[src/rtl/eth_tx_arb_pkg.sv]
// eth_tx_arb_pkg: shared FSM type and port limits for the Ethernet TX packet arbiter
package eth_tx_arb_pkg;
    localparam int MAX_ARB_PORTS = 8;
    localparam int PTR_W = $clog2(MAX_ARB_PORTS);
    typedef enum logic [1:0] {IDLE, FORWARD, FLUSH} arb_state_t;
endpackage

[src/rtl/eth_rr_picker.sv]
// eth_rr_picker: combinational round-robin first-set search starting at ptr
module eth_rr_picker
    import eth_tx_arb_pkg::*;
#(
    parameter int N = 2
) (
    input  logic [N-1:0]     req,
    input  logic [PTR_W-1:0] ptr,
    output logic [N-1:0]     gnt,
    output logic             found
);
    // Scan offsets from farthest to nearest so the nearest requester wins last
    always_comb begin
        gnt = '0;
        for (int k = N - 1; k >= 0; k--) begin
            if (req[(int'(ptr) + k) % N]) begin
                gnt = '0;
                gnt[(int'(ptr) + k) % N] = 1'b1;
            end
        end
    end
    assign found = |req;
endmodule

[src/rtl/eth_tx_packet_arbiter.sv]
// eth_tx_packet_arbiter: frame-granular round-robin mux onto one MAC TX AXI-Stream port.
// Define ETH_TX_ARB_STATS_EN to add per-source forwarded-frame counters (tx_frame_count).
module eth_tx_packet_arbiter
    import eth_tx_arb_pkg::*;
#(
    parameter int NUM_PORTS  = 2,
    parameter int DATA_WIDTH = 32
) (
    input  logic                              aclk,
    input  logic                              areset_n,
    input  logic                              link_up,
    input  logic [NUM_PORTS-1:0]              s_tvalid,
    output logic [NUM_PORTS-1:0]              s_tready,
    input  logic [NUM_PORTS*DATA_WIDTH-1:0]   s_tdata,
    input  logic [NUM_PORTS*DATA_WIDTH/8-1:0] s_tkeep,
    input  logic [NUM_PORTS-1:0]              s_tlast,
    output logic                              m_tvalid,
    input  logic                              m_tready,
    output logic [DATA_WIDTH-1:0]             m_tdata,
    output logic [DATA_WIDTH/8-1:0]           m_tkeep,
    output logic                              m_tlast,
    output logic [NUM_PORTS-1:0]              grant,
    output logic [31:0]                       drop_count
`ifdef ETH_TX_ARB_STATS_EN
    ,
    output logic [NUM_PORTS*32-1:0]           tx_frame_count
`endif
);
    localparam int KW = DATA_WIDTH / 8;

    arb_state_t           state_q, state_d;
    logic [NUM_PORTS-1:0] grant_q, grant_d, pick;
    logic [PTR_W-1:0]     rr_ptr_q, rr_ptr_d, gidx, gnext;
    logic [31:0]          drop_count_q, drop_count_d;
    logic                 found, fwd, beat, last_beat;

    eth_rr_picker #(.N(NUM_PORTS)) u_picker (
        .req   (s_tvalid),
        .ptr   (rr_ptr_q),
        .gnt   (pick),
        .found (found)
    );

    always_comb begin
        gidx = '0;
        for (int i = 0; i < NUM_PORTS; i++)
            if (grant_q[i]) gidx = PTR_W'(i);
    end

    assign gnext      = (gidx == PTR_W'(NUM_PORTS - 1)) ? '0 : gidx + PTR_W'(1);
    assign fwd        = state_q == FORWARD;
    assign m_tvalid   = fwd & |(s_tvalid & grant_q);
    assign m_tdata    = fwd ? s_tdata[gidx*DATA_WIDTH +: DATA_WIDTH] : '0;
    assign m_tkeep    = fwd ? s_tkeep[gidx*KW +: KW] : '0;
    assign m_tlast    = fwd & s_tlast[gidx];
    // A flushing source is always ready so it can drain while the link is down
    assign s_tready   = fwd ? (grant_q & {NUM_PORTS{m_tready}}) : (state_q == FLUSH) ? grant_q : '0;
    assign beat       = |(s_tvalid & s_tready);
    assign last_beat  = beat & s_tlast[gidx];
    assign grant      = grant_q;
    assign drop_count = drop_count_q;

    always_comb begin
        state_d      = state_q;
        grant_d      = grant_q;
        rr_ptr_d     = rr_ptr_q;
        drop_count_d = drop_count_q;
        if (state_q == IDLE) begin
            if (found) begin
                grant_d = pick;
                state_d = link_up ? FORWARD : FLUSH;
            end
        end else if (last_beat) begin
            grant_d  = '0;
            rr_ptr_d = gnext;
            state_d  = IDLE;
            if (state_q == FLUSH) drop_count_d = drop_count_q + 32'd1;
        end else if (fwd && !link_up) begin
            state_d = FLUSH;
        end
    end

    always_ff @(posedge aclk or negedge areset_n) begin
        if (!areset_n) begin
            state_q      <= IDLE;
            grant_q      <= '0;
            rr_ptr_q     <= '0;
            drop_count_q <= '0;
        end else begin
            state_q      <= state_d;
            grant_q      <= grant_d;
            rr_ptr_q     <= rr_ptr_d;
            drop_count_q <= drop_count_d;
        end
    end

`ifdef ETH_TX_ARB_STATS_EN
    logic [NUM_PORTS*32-1:0] tx_frame_count_q, tx_frame_count_d;

    always_comb begin
        tx_frame_count_d = tx_frame_count_q;
        if (fwd && last_beat)
            tx_frame_count_d[gidx*32 +: 32] = tx_frame_count_q[gidx*32 +: 32] + 32'd1;
    end

    always_ff @(posedge aclk or negedge areset_n) begin
        if (!areset_n) tx_frame_count_q <= '0;
        else           tx_frame_count_q <= tx_frame_count_d;
    end

    assign tx_frame_count = tx_frame_count_q;
`endif
endmodule

[config.mk]
export PLATFORM = sky130hd
export DESIGN_NAME = eth_tx_packet_arbiter
export DESIGN_NICKNAME = d
export VERILOG_FILES = /design/src/rtl/eth_tx_arb_pkg.sv /design/src/rtl/eth_rr_picker.sv /design/src/rtl/eth_tx_packet_arbiter.sv
export SDC_FILE = /design/constraint.sdc
export NUM_CORES = 1
export LEC_CHECK = 0
export CORE_AREA = 2 2 95 97
export DETAILED_ROUTE_END_ITERATION = 7
export DIE_AREA = 0 0 97 99
export GPL_ROUTABILITY_DRIVEN = 1
export PLACE_DENSITY = 0.66
export SETUP_SLACK_MARGIN = 0.1
export SLEW_MARGIN = 10
export SYNTH_ARGS = -nofsm -noshare
export SYNTH_HDL_FRONTEND = slang
export SYNTH_SLANG_ARGS = --single-unit
[constraint.sdc]
create_clock -name aclk -period 1.91 [get_ports aclk]
set_clock_uncertainty 0.05 [all_clocks]
set_input_delay 0.382 -clock aclk [delete_from_list [all_inputs] [get_ports aclk]]
set_output_delay 0.382 -clock aclk [all_outputs]
set_load 0.1 [all_outputs]
* After elaboration in Yosys (flattened, before gate mapping)
Index checks and enable logic that the tools add are counted.
** Word-level totals
- Flip-flop bits (word level) :: 37
- Output and inout bits :: 74
** Cells by class
- Add/subtract/negate cells :: 3
- $lt $le $gt $ge :: 5
- Equality and inequality tests :: 4
- Shift operators :: 2
- Mux-type cells :: 27
- Bitwise gates (word level) :: 8
- Reduce and logical (&&, ||, !) cells :: 14
** Operators with widths (count)
- $shiftx 64x9->32 :: 1
- $add 32x1->32 const B :: 1
- $mux 32 :: 1
- $mux 2 :: 12
- $mux 1 :: 11
- $shiftx 8x6->4 :: 1
- $and 2x2->2 :: 3
- $reduce_and 2->1 :: 3
- $reduce_or 2->1 :: 3
- $mux 4 :: 1
- $and 1x1->1 :: 3
- $eq 3x1->1 const B :: 1
- $logic_and 1x1->1 :: 3
- $lt 2x3->1 const B :: 1
- $lt 3x2->1 const B :: 1
- $reduce_and 3->1 :: 1
- $reduce_bool 3->1 :: 1
- $add 1x1->1 const B :: 2
- $demux 1 s1 :: 2
- $eq 2x1->1 const B :: 1
- $eq 2x2->1 const B :: 1
- $ge 2x1->1 const B :: 1
- $logic_not 2->1 :: 1
- $lt 1x2->1 const B :: 1
- other kinds (6) :: 6

* Logic depth before layout (Yosys ltp)
Gate-level depths: netlist of the first run.
- Depth in word-level cells :: 10
- Mapped depth :: 6
- Depth with buffers taken out :: 4

* Hierarchy
From an unflattened synthesis of the first run, not the netlist that was laid out.
** Second synthesis, totals
- Cell total of the unflattened synthesis :: 264
- Area total of the unflattened synthesis :: 2439.8 µm²
** By module, submodules not included
- eth_tx_packet_arbiter :: times used 1, cells an instance 260, area each 2414.8 µm², sequential area each 925.9 µm²
- eth_rr_picker :: times used 1, cells an instance 4, area each 25.0 µm², sequential area each 0.0 µm²

* Least setup slack after synthesis of the first run
No wires, ideal clock.
- Path kind :: reg-to-output
- Start point :: register grant_q[1], in the netlist grant[1]
- End point :: output m_tdata[26]
- Arrival :: 3.044 ns
- Data required time :: 1.478 ns
- Path slack :: -1.566 ns
- Cell stages (with the launch flop) :: 6
- Path buffers :: 3
- Cells stage by stage :: dfrtp_1 clkbuf_1 buf_2 buf_2 mux2i_1 nor2_1
** Between the ends
- Word-level cells in the longest chain between the ends :: 3
** RTL lines
- start: declaration :: line eth_tx_packet_arbiter.sv:32 : logic [NUM_PORTS-1:0] grant_q, grant_d, pick;
- start signal: assignment :: line eth_tx_packet_arbiter.sv:91 : grant_q <= grant_d;
- $mux 1 :: line eth_tx_packet_arbiter.sv:47 : if (grant_q[i]) gidx = PTR_W'(i);
- $shiftx 64x9->32 :: line eth_tx_packet_arbiter.sv:53 : assign m_tdata = fwd ? s_tdata[gidx*DATA_WIDTH +: DATA_WIDTH] : '0;
- $mux 32 :: line eth_tx_packet_arbiter.sv:53
- end: declaration :: line eth_tx_packet_arbiter.sv:19 : output logic [DATA_WIDTH-1:0] m_tdata,
Every way passes these cells.

* Worst setup path in the final report of the first run
- Start point :: register grant_q[1], in the netlist grant[1]
- End point :: output m_tkeep[0]
** Between the ends
- Word-level cells in the longest chain between the ends :: 3
** RTL lines
- $mux 1 :: line eth_tx_packet_arbiter.sv:47
- $shiftx 8x6->4 :: line eth_tx_packet_arbiter.sv:54 : assign m_tkeep = fwd ? s_tkeep[gidx*KW +: KW] : '0;
- $mux 4 :: line eth_tx_packet_arbiter.sv:54
- end: declaration :: line eth_tx_packet_arbiter.sv:20 : output logic [DATA_WIDTH/8-1:0] m_tkeep,
Every way passes these cells.

==> results of run 1 <==
placed cells by master (no fill, tap or decap), types with 9 or more instances in the layout:
cell / netlist / routed
buf_4: 0 / 19
nand2_1: 14 / 13
nand3_1: 9 / 9
nor2_4: 0 / 37
xor2_1: 23 / 23
nor4_4: 1 / 13
dfrtp_2: 0 / 21
mux2i_2: 0 / 28
nor3_2: 0 / 9
clkdlybuf4s50_1: 0 / 76
buf_12: 0 / 79
inv_1: 12 / 11
power by group through the flow:
stage	Sequential [mW]	Combinational [mW]	Clock, mW
final	1.07	4.59	0.708
after global placement	1.07	3.92	0
after floorplan	1.41	2.27	0
after detailed placement	1.08	3.95	0
after CTS	1.07	4.49	0.712
after global routing	1.09	4.76	0.762
layer usage:
metal,wire length (um),global-route usage (%),vias up
li1,-,-,1263
met1,3350,20.3,1283
met2,5020,35.0,125
met3,777,7.09,17
met4,231,4.98,0
met5,0,0,-
path summary, 6_finish.rpt:
check / slack (ns) / depth (start not counted) / start / to
worst min register to register: 0.47 / 1 / drop_count[26] / drop_count[26]
worst max register to register: 0.04 / 6 / grant[1] / drop_count[9]
worst max-delay path: -0.11 / 4 / grant[1] / m_tkeep[0]
max in group asynchronous: 0.98 / 2 / areset_n / grant[1]
min in group aclk: 0.47 / 1 / drop_count[26] / drop_count[26]
worst min-delay path: 0.46 / 2 / areset_n / drop_count[12]
through the flow:
step | TNS (ns) | utilization (%)
after floorplan | -9.85 | -
after global placement | -5.50 | 62.8
after detailed placement | -6.64 | 62.8
after CTS | -2.27 | 69.2
after global routing | -4.44 | 71.6
final | -2.14 | 71.6
layout make-up:
cell class,count,area (sq um)
clock inverter,1,30.0
inverter,12,45.0
clock buffer,7,86.3
sequential,37,982
fill,588,2430
timing repair buffer,183,2670
multi-input combinational,199,2170
tap,108,135
cells in the mapped netlist, types with 2 or more instances:
library cell  number
nor2_1            43
dfrtp_1           37
mux2i_1           37
xor2_1            23
nor3_1            15
nand2_1           14
inv_1             12
nor4_2            10
clkbuf_1           9
nand3_1            9
xnor2_1            8
a21oi_1            6
buf_2              5
and3_1             4
and4_1             4
buf_6              3
a211oi_1           2
a21boi_0           2
and2_1             2
nand4_1            2
nor3b_1            2
nor4_1             2
o22ai_1            2
kinds of logic (layout without fill, tap and decap cells):
kind of cell / Yosys count / after routing / share of synthesized area [%]
fa+ha+maj: 1 / 1 / 0.503
simple gates: 112 / 112 / 25.5
xor+xnor: 31 / 31 / 10.9
mux: 38 / 38 / 15.3
buf+inv: 29 / 203 / 5.53
flops: 37 / 37 / 37.2
compound gates: 17 / 17 / 4.98
sequential cells by signal, summed over array words and instances, names as in the netlist:
| signal | flops |
|---|---|
| grant | 2 |
| drop_count | 32 |
| state_q | 2 |
| rr_ptr_q | 1 |
timing repair:
| action | in CTS | in global routing |
|---|---|---|
| setup buffers | 5 | 4 |
| hold buffers | 0 | 0 |
| setup endpoints to repair | 62 | 67 |
| resized for setup | 60 | 28 |
| gates cloned | 3 | 0 |
| pin swaps | 4 | 16 |
worst reg2reg max path: cells and delay by family, from the launching register on:
family / cells / cell delay, ns
AOI/OAI and AO/OA: 1 / 0.39
DFF: 1 / 0.52
buffers and inverters: 2 / 0.35
and+or+nand+nor: 2 / 0.31
xor gates and xnor gates: 1 / 0.18
==> results by group, run 1 <==
Status
  • Status: finished, violations left
  • Failing checks: negative setup slack

Timing
  • Worst Max-Slew Pin Slew: 0.464 ns
  • Fmax: 496 MHz
  • Period utilization: 106%
  • Final setup viols: 38
  • RSZ-0062 raised after global routing: true
  • Hold WS: 0.461 ns
  • Slew HR: 69.1%
  • Min cycle time layout: 2.02 ns
  • Max Slew Vio Count: 0
  • Worst setup slack after layout: -0.107 ns
  • Fin. Hold Viols: 0

Placement
  • Placement Cell Area: 5370 sq um
  • Placed instance count: 527
  • Pre-CTS setup slack: -0.295 ns
  • IO buf count: 153
  • Hpwl dp: 6.65 mm
  • GP Congestion: 0.778

Synthesis
  • Area leader, netlist: dfrtp_1
  • Syn. warnings: 0
  • Synth Instances: 265
  • Ys async rst share: 100%
  • Yosys top cell area share: 37.2%
  • Mapped Avg Cell Area: 9.39 sq um
  • Synth Cell Area: 2490 sq um
  • Top post-synthesis cells by area: dfrtp_1, mux2i_1, xor2_1, nor2_1, nor4_2
  • Mapped Nets: 346
  • Synth Flop Type: dfrtp_1
  • Synth cell types: 35
  • Yosys reg bits: 37
  • Register area share after synthesis: 37.2%
  • Post-synth EDFFs: 0

Floorplan
  • Initial core utilization: 29.1%
  • Placeable core region: 8550 sq um
  • Chip Height: 99 um
  • Die ar.: 9600 sq um
  • IO Pins: 154
  • Row count: 34
  • Die W: 97 um

Drt
  • DRT Wirelength: 9.38 mm
  • Drt pass-1 iters: 4
  • DRC Markers: 0
  • Post-route ant nets: 0
  • Vias per inst: 4.91
  • Starting DRT DRC Count: 82
  • Routed length per placed instance: 17.1 um
  • DR vias: 2688

Hold path
  • Hold Crit Class: input pin to async pin

Clocking
  • TritonCTS clock tree: done
  • H-tree levels: 2
  • CTS Buf Count: 5
  • Clk root buf: clkbuf_8
  • Worst-skew pair later-pin latency: 0.29 ns
  • Clock buffer depth: 2
  • Num Clock Sinks: 37
  • Reg clk slew, reported paths: 0.08 ns

Power and ir drop
  • Worst vdd ir: 661 uV
  • Design Power: 6.38 mW
  • Cell Pwr Density: 1040 nW/um^2
  • Sw power: 3.12 mW
  • Internal Power: 3.26 mW
  • Clk network pwr share: 11.1%
  • Leak: 2.56 nW
  • Logic pwr share: 72.1%
  • Seq pwr share: 16.8%
  • Sw Share: 48.9%

Setup path
  • Critical path, cell by cell: buf_12 -> mux2i_4 -> nor2_4 -> buf_12
  • Critical-path maximum fanout: 14
  • CP required: 1.48 ns
  • Critical path's largest stage delay: 0.56 ns
  • Top Family by Delay on Critical Path: flip-flops
  • Crit path top cell by count: buf_12
  • Bufs and invs on worst path: 2
  • Critical Path Sink Type: primary output
  • Critical path type: flip-flop to primary output
  • Startpoint types: flip-flop
  • Worst path slowest cell: dfrtp_4
  • Critical Path AT: 1.59 ns

Cells and area
  • Fraction of layout cells with a size suffix above 1: 57.4%
  • Design Area, Final: 6120 sq um
  • Synth-to-Final Area Change: 146%
  • Diode count: 0
  • Final Non-Filler Cells: 547
  • Nets@finish: 519

GRT
  • Vias in the first global route: 2922
  • Initial antenna violation count: 0
  • Largest net degree at the start of global routing: 38
  • First-pass GRT wire length: 14.7 mm
  • Tot GR Track Use: 18.9%
  • GRT overflow: 0

Job
  • Max cap viols: 0
Power figures use the tool's default switching activity.
==> run 2: changes to the inputs <==
--- a/config.mk
+++ b/config.mk
@@ -10,7 +10,9 @@
 export DIE_AREA = 0 0 97 99
 export GPL_ROUTABILITY_DRIVEN = 1
 export PLACE_DENSITY = 0.66
+export REMOVE_ABC_BUFFERS = 1
 export SETUP_SLACK_MARGIN = 0.1
+export SKIP_LAST_GASP = 1
 export SLEW_MARGIN = 10
 export SYNTH_ARGS = -nofsm -noshare
 export SYNTH_HDL_FRONTEND = slang
==> results by group, run 2 (synthesis results as in run 1) <==
Status
  • Status: finished, violations left
  • Failing checks: negative setup slack

Setup path
  • Startpoint types: flip-flop
  • Worst path slowest cell: dfrtp_2
  • Critical path type: flip-flop to primary output
  • Critical Path AT: 1.55 ns (-0.04 ns)
  • Bufs and invs on worst path: 3 (+1)
  • R2r startpoint: state_q[0]
  • Worst R2R Path Depth: 5 (-1)
  • Critical-path maximum fanout: 10 (-4)
  • Critical path, cell by cell: buf_4 -> buf_12 -> mux2i_4 -> nor2_2 -> buf_12
  • Critical path's largest stage delay: 0.41 ns (-0.15 ns)
  • R2R Setup Slk: 0.02 ns (-0.02 ns)
  • Crit path top cell by count: buf_12
  • Top Family by Delay on Critical Path: buffers and inverters
  • Critical Path Sink Type: primary output
  • CP required: 1.48 ns (about the same)
  • R2r endpoint: drop_count[31]

Drt
  • DR vias: 2749 (+2.3%)
  • Vias per inst: 4.84 (-1.5%)
  • Drt pass-1 iters: 4 (unchanged)
  • Starting DRT DRC Count: 58 (-29%)
  • Post-route ant nets: 0 (unchanged)
  • Routed length per placed instance: 17.6 um (+2.6%)
  • DRC Markers: 0 (unchanged)
  • DRT Wirelength: 10.0 mm (+6.6%)

Clocking
  • H-tree levels: 2 (unchanged)
  • CTS Buf Count: 5 (unchanged)
  • Num Clock Sinks: 37 (unchanged)
  • Clock buffer depth: 2 (unchanged)
  • TritonCTS clock tree: done
  • Reg clk slew, reported paths: 0.07 ns (about the same)
  • CTS Hold Buffers Added: 0 (unchanged)
  • Clk root buf: clkbuf_8
  • Worst-skew pair later-pin latency: 0.29 ns (about the same)

Placement
  • Placement Cell Area: 5020 sq um (-6.5%)
  • GP Congestion: 0.844 (+8.5%)
  • Hpwl dp: 6.96 mm (+4.7%)
  • IO buf count: 153 (unchanged)

GRT
  • GRT overflow: 0 (unchanged)
  • Vias in the first global route: 2802 (-4.1%)
  • Largest net degree at the start of global routing: 33 (-13%)
  • Initial antenna violation count: 0 (unchanged)
  • First-pass GRT wire length: 14.2 mm (-3.7%)
  • Tot GR Track Use: 18.5% (-0.46 points)

Power and ir drop
  • Leak: 2.52 nW (-1.3%)
  • Design Power: 6.01 mW (-5.8%)
  • Cell Pwr Density: 1050 nW/um^2 (+1.1%)
  • Worst vdd ir: 641 uV (-3.1%)

Floorplan
  • Placeable core region: 8550 sq um (unchanged)
  • Die W: 97 um (unchanged)
  • Initial core utilization: 29.1% (unchanged)
  • Row count: 34 (unchanged)
  • Chip Height: 99 um (unchanged)
  • IO Pins: 154 (unchanged)
  • Die ar.: 9600 sq um (unchanged)

Job
  • Max cap viols: 0 (unchanged)

Timing
  • Worst setup slack after layout: -0.0721 ns (+0.0351 ns)
  • Slew HR: 59.6% (-9.5 points)
  • Hold WS: 0.0450 ns (-0.416 ns)
  • Fin. Hold Viols: 0 (unchanged)
  • RSZ-0062 raised after global routing: true
  • Min cycle time layout: 1.98 ns (-0.0351 ns)
  • Fmax: 505 MHz (+1.8%)
  • Max Slew Vio Count: 0 (unchanged)
  • Worst Max-Slew Pin Slew: 0.607 ns (+0.143 ns)
  • Period utilization: 104% (-1.8 points)
  • Final setup viols: 24 (-37%)

Cells and area
  • Nets@finish: 540 (+4.0%)
  • Synth-to-Final Area Change: 129%
  • Design Area, Final: 5700 sq um (-6.8%)
  • Leading cell types in the layout, fill and taps excluded: clkdlybuf4s50_1, buf_12, buf_4
  • Fraction of layout cells with a size suffix above 1: 45.0% (-12 points)
  • Post-Route Utilization: 66.7% (-4.9 points)
  • Largest register FFs: 32 (unchanged)
  • Diode count: 0 (unchanged)

Hold path
  • Hold Crit Class: input pin to async pin
-- run 2: changes by cell type in the layout (fill, tap and decap cells not counted), sizes merged, moves of 2 or more --
| cell | before | now |
|---|---|---|
| buf | 102 | 121 |
| clkbuf | 7 | 11 |
| dlygate4sd2 | 3 | 0 |
| bufbuf | 2 | 0 |
| dlymetal6s2s | 0 | 2 |
| o32a | 1 | 3 |
-- run 2: final cells by class --
| class | count | area, sq um |
|---|---|---|
| repair buffers | 202 | 2740 |
| multi-input cells | 201 | 1760 |
| fillers | 646 | 2850 |
| well taps | 108 | 135 |
| clock buffers | 8 | 90.1 |
| inverters | 12 | 45.0 |
| flip-flops and latches | 37 | 930 |
-- run 2: worst max-delay path by stage --
stage	depth (start not counted)	startpoint	to
floorplan	2	grant[1]	m_tvalid
global placement	5	s_tvalid[1]	drop_count[30]
detailed placement	5	s_tvalid[1]	drop_count[29]
CTS	4	grant[1]	m_tdata[3]
global route	5	grant[1]	m_tvalid
finish	5	grant[1]	m_tdata[8]
-- run 2: per-layer routing --
metal	vias to the layer above	wire length (um)	GRT usage (%)
li1	1310	-	-
met1	1304	3580	19.5
met2	124	5290	33.2
met3	11	999	8.94
met4	0	125	4.33
met5	-	0	0
-- run 2: worst register-to-register path, stage by stage, from the launching register on --
cell and delay (ns):
dfrtp_2 0.44, buf_6 0.13, nand2b_4 0.17, o32a_2 0.54
nor4_2 0.34, xor2_1 0.16
-- run 2: repair_timing --
item	CTS	global route
gates resized for setup	57	34
pin swaps	5	18
buffers inserted	6	10
setup endpoints to repair	56	74
cloned	3	5
-- run 2: where the power goes --
part | switching (mW) | leakage [nW] | total (mW) | internal [mW]
registers | 0.0815 | 0.463 | 0.960 | 0.879
logic | 2.62 | 2.01 | 4.48 | 1.86
clock network | 0.271 | 0.0455 | 0.565 | 0.294
total | 2.98 | 2.52 | 6.01 | 3.03
-- run 2: per-stage QoR --
stage,cells,TNS [ns],setup WS (ns)
finish,568,-0.553,-0.0721
global route,568,-2.78,-0.143
CTS,553,-2.22,-0.103
detailed placement,537,-6.82,-0.335
global placement,537,-5.03,-0.240
floorplan,248,-136.33,-2.39
==> run 3: changes to the inputs <==
--- a/config.mk
+++ b/config.mk
@@ -5,11 +5,15 @@
 export SDC_FILE = /design/constraint.sdc
 export NUM_CORES = 1
 export LEC_CHECK = 0
-export CORE_AREA = 2 2 95 97
+export CELL_PAD_IN_SITES_DETAIL_PLACEMENT = 1
+export CELL_PAD_IN_SITES_GLOBAL_PLACEMENT = 1
+export CORE_AREA = 2 2 101 103
 export DETAILED_ROUTE_END_ITERATION = 7
-export DIE_AREA = 0 0 97 99
+export DIE_AREA = 0 0 103 105
 export GPL_ROUTABILITY_DRIVEN = 1
-export PLACE_DENSITY = 0.66
+export GPL_TIMING_DRIVEN = 0
+export HOLD_SLACK_MARGIN = 0.02
+export PLACE_DENSITY_LB_ADDON = 0.1
 export REMOVE_ABC_BUFFERS = 1
 export SETUP_SLACK_MARGIN = 0.1
 export SKIP_LAST_GASP = 1
==> results by group, run 3 (synthesis results as in run 1) <==
Setup path
  • Critical path, cell by cell: buf_12 -> mux2i_1 -> nor2_1 -> buf_6
  • Critical path's largest stage delay: 0.59 ns (+0.18 ns)
  • R2r endpoint: drop_count[31]
  • Worst path slowest cell: dfrtp_4
  • Worst R2R Path Depth: 5 (unchanged)
  • Critical Path Sink Type: primary output
  • Critical Path AT: 1.58 ns (+0.03 ns)
  • Critical-path maximum fanout: 12 (+2)
  • CP required: 1.48 ns (about the same)
  • R2r startpoint: grant[1]
  • Startpoint types: flip-flop
  • R2R Setup Slk: -0.05 ns (-0.07 ns)
  • Critical path type: flip-flop to primary output

Placement
  • Hpwl dp: 6.84 mm (-1.7%)
  • IO buf count: 153 (unchanged)
  • Placement Cell Area: 4150 sq um (-17%)
  • GP Congestion: 0.744 (-12%)

Timing
  • Fmax: 497 MHz (-1.5%)
  • Min cycle time layout: 2.01 ns (+0.0308 ns)
  • Period utilization: 105% (+1.6 points)
  • Worst setup slack after layout: -0.103 ns (-0.0308 ns)
  • Max Slew Vio Count: 0 (unchanged)
  • RSZ-0062 raised after global routing: true
  • Slew HR: 37.1% (-23 points)
  • Final setup viols: 48 (+100%)
  • Fin. Hold Viols: 0 (unchanged)
  • Worst Max-Slew Pin Slew: 0.948 ns (+0.341 ns)
  • Hold WS: 0.441 ns (+0.396 ns)

Clocking
  • Clock buffer depth: 2 (unchanged)
  • H-tree levels: 2 (unchanged)
  • Reg clk slew, reported paths: 0.09 ns (+0.02 ns)
  • Worst-skew pair later-pin latency: 0.30 ns (about the same)
  • CTS Buf Count: 5 (unchanged)
  • TritonCTS clock tree: done
  • Num Clock Sinks: 37 (unchanged)
  • Clk root buf: clkbuf_8

Cells and area
  • # fillers: 1066 (+65%)
  • Synth-to-Final Area Change: 108%
  • Fraction of layout cells with a size suffix above 1: 37.0% (-8.0 points)
  • Leading cell types in the layout, fill and taps excluded: clkdlybuf4s50_1, buf_6, nor2_1
  • Diode count: 0 (unchanged)
  • Most common cell after layout, fill and taps aside: clkdlybuf4s50_1
  • Largest register FFs: 32 (unchanged)
  • Nets@finish: 523 (-3.1%)
  • Design Area, Final: 5180 sq um (-9.2%)

Power and ir drop
  • Seq pwr share: 18.3% (+2.3 points)
  • Logic pwr share: 67.6% (-7.0 points)
  • Internal Power: 2.86 mW (-5.5%)
  • Sw power: 2.95 mW (-0.79%)
  • Sw Share: 50.8% (+1.2 points)
  • Leak: 2.43 nW (-3.8%)
  • Worst vdd ir: 648 uV (+1.2%)
  • Clk network pwr share: 14.1% (+4.7 points)
  • Cell Pwr Density: 1120 nW/um^2 (+6.7%)

Hold path
  • Hold Crit Class: flip-flop to flip-flop
  • Hold Path End: drop_count[29]
  • Min-delay src: drop_count[29]
  • Hold path cells: 1

Drt
  • DRT Wirelength: 10.6 mm (+5.9%)
  • Post-route ant nets: 0 (unchanged)
  • Vias per inst: 4.77 (-1.4%)
  • Drt pass-1 iters: 4 (unchanged)
  • DR vias: 2750 (+0.036%)
  • Routed length per placed instance: 18.4 um (+4.4%)
  • Starting DRT DRC Count: 38 (-34%)
  • DRC Markers: 0 (unchanged)

GRT
  • Largest net degree at the start of global routing: 23 (-30%)
  • Tot GR Track Use: 19.3% (+0.87 points)
  • Vias in the first global route: 3044 (+8.6%)
  • GRT overflow: 0 (unchanged)
  • First-pass GRT wire length: 16.2 mm (+14%)
  • Initial antenna violation count: 0 (unchanged)

Floorplan
  • Chip Height: 105 um (+6.1%)
  • Initial core utilization: 25.8% (-3.3 points)
  • Placeable core region: 9640 sq um (+13%)
  • IO Pins: 154 (unchanged)
  • Die W: 103 um (+6.2%)
  • Die ar.: 10800 sq um (+13%)
  • Row count: 36 (+5.9%)

Job
  • Max cap viols: 0 (unchanged)

Status
  • Status: finished, violations left
  • Failing checks: negative setup slack
-- run 3: cell types whose count changed in the layout (fill, tap and decap cells not counted), sizes merged --
cell | before | now
clkdlybuf4s15 | 0 | 31
dlygate4sd2 | 0 | 1
o32a | 3 | 4
bufinv | 0 | 2
clkinv | 0 | 1
clkdlybuf4s50 | 76 | 77
nand2b | 2 | 4
dlymetal6s2s | 2 | 0
dlygate4sd3 | 0 | 1
buf | 121 | 70
clkbuf | 11 | 7
-- run 3: worst max-delay path by stage --
stage                             start            end  slack (ns)  cells past startpoint
final                          grant[1]    m_tdata[18]       -0.10                      4
after global routing           grant[1]    m_tdata[18]       -0.16                      4
after CTS                 drop_count[3]  drop_count[3]       -0.13                      1
after detailed placement     state_q[1]    s_tready[1]       -1.65                      4
after global placement       state_q[1]    s_tready[1]       -2.21                      4
after floorplan                grant[1]       m_tvalid       -2.39                      2
-- run 3: per-stage QoR --
step	total power, mW	utilization, %	TNS (ns)	instances	worst slack (ns)
after CTS	5.48	50.8	-3.14	566	-0.130
final	5.82	53.7	-3.47	576	-0.103
after global placement	3.98	42.5	-157.51	534	-2.21
after global routing	6.04	53.7	-6.73	576	-0.165
after floorplan	3.22	-	-136.33	248	-2.39
after detailed placement	4.02	43.0	-60.19	536	-1.65
-- run 3: power by group through the flow --
stage | Sequential, mW | Clock (mW) | Combinational, mW
after floorplan | 1.56 | 0 | 1.66
after global placement | 1.22 | 0 | 2.77
after detailed placement | 1.15 | 0 | 2.87
after CTS | 1.05 | 0.838 | 3.60
after global routing | 1.09 | 0.865 | 4.09
final | 1.07 | 0.820 | 3.93
-- run 3: cell type report --
type,instances,area (sq um),area share [%]
repair buffers,182,2020,39.1
multi-input cells,204,1880,36.2
flip-flops and latches,37,932,18.0
well taps,133,166,3.21
clock buffers,5,68.8,1.33
clock inverters,3,65.1,1.26
inverters,12,45.0,0.870
-- run 3: metal layers --
layer	vias to the layer above	track usage (%)	share of wire, %
li1	1281	-	-
met1	1346	20.7	36
met2	113	34.2	53
met3	10	9.10	10
met4	0	3.95	1.2
met5	-	0	0
-- run 3: worst max-delay path, delay by kind of cell (launching register included) --
kind	cells	cell delay [ns]
multiplexers	1	0.12
AND/OR/NAND/NOR	1	0.14
buffers and inverters	2	0.45
flip-flops	1	0.59
-- run 3: what timing repair did --
| action | 4_1_cts | 5_1_grt |
|---|---|---|
| hold buffers | 1 | 0 |
| buffers inserted | 16 | 8 |
| cloned | 5 | 2 |
| hold endpoints to repair | 15 | 0 |
| gates resized for setup | 433 | 43 |
| setup endpoints to repair | 111 | 74 |
| pin swaps | 7 | 21 |
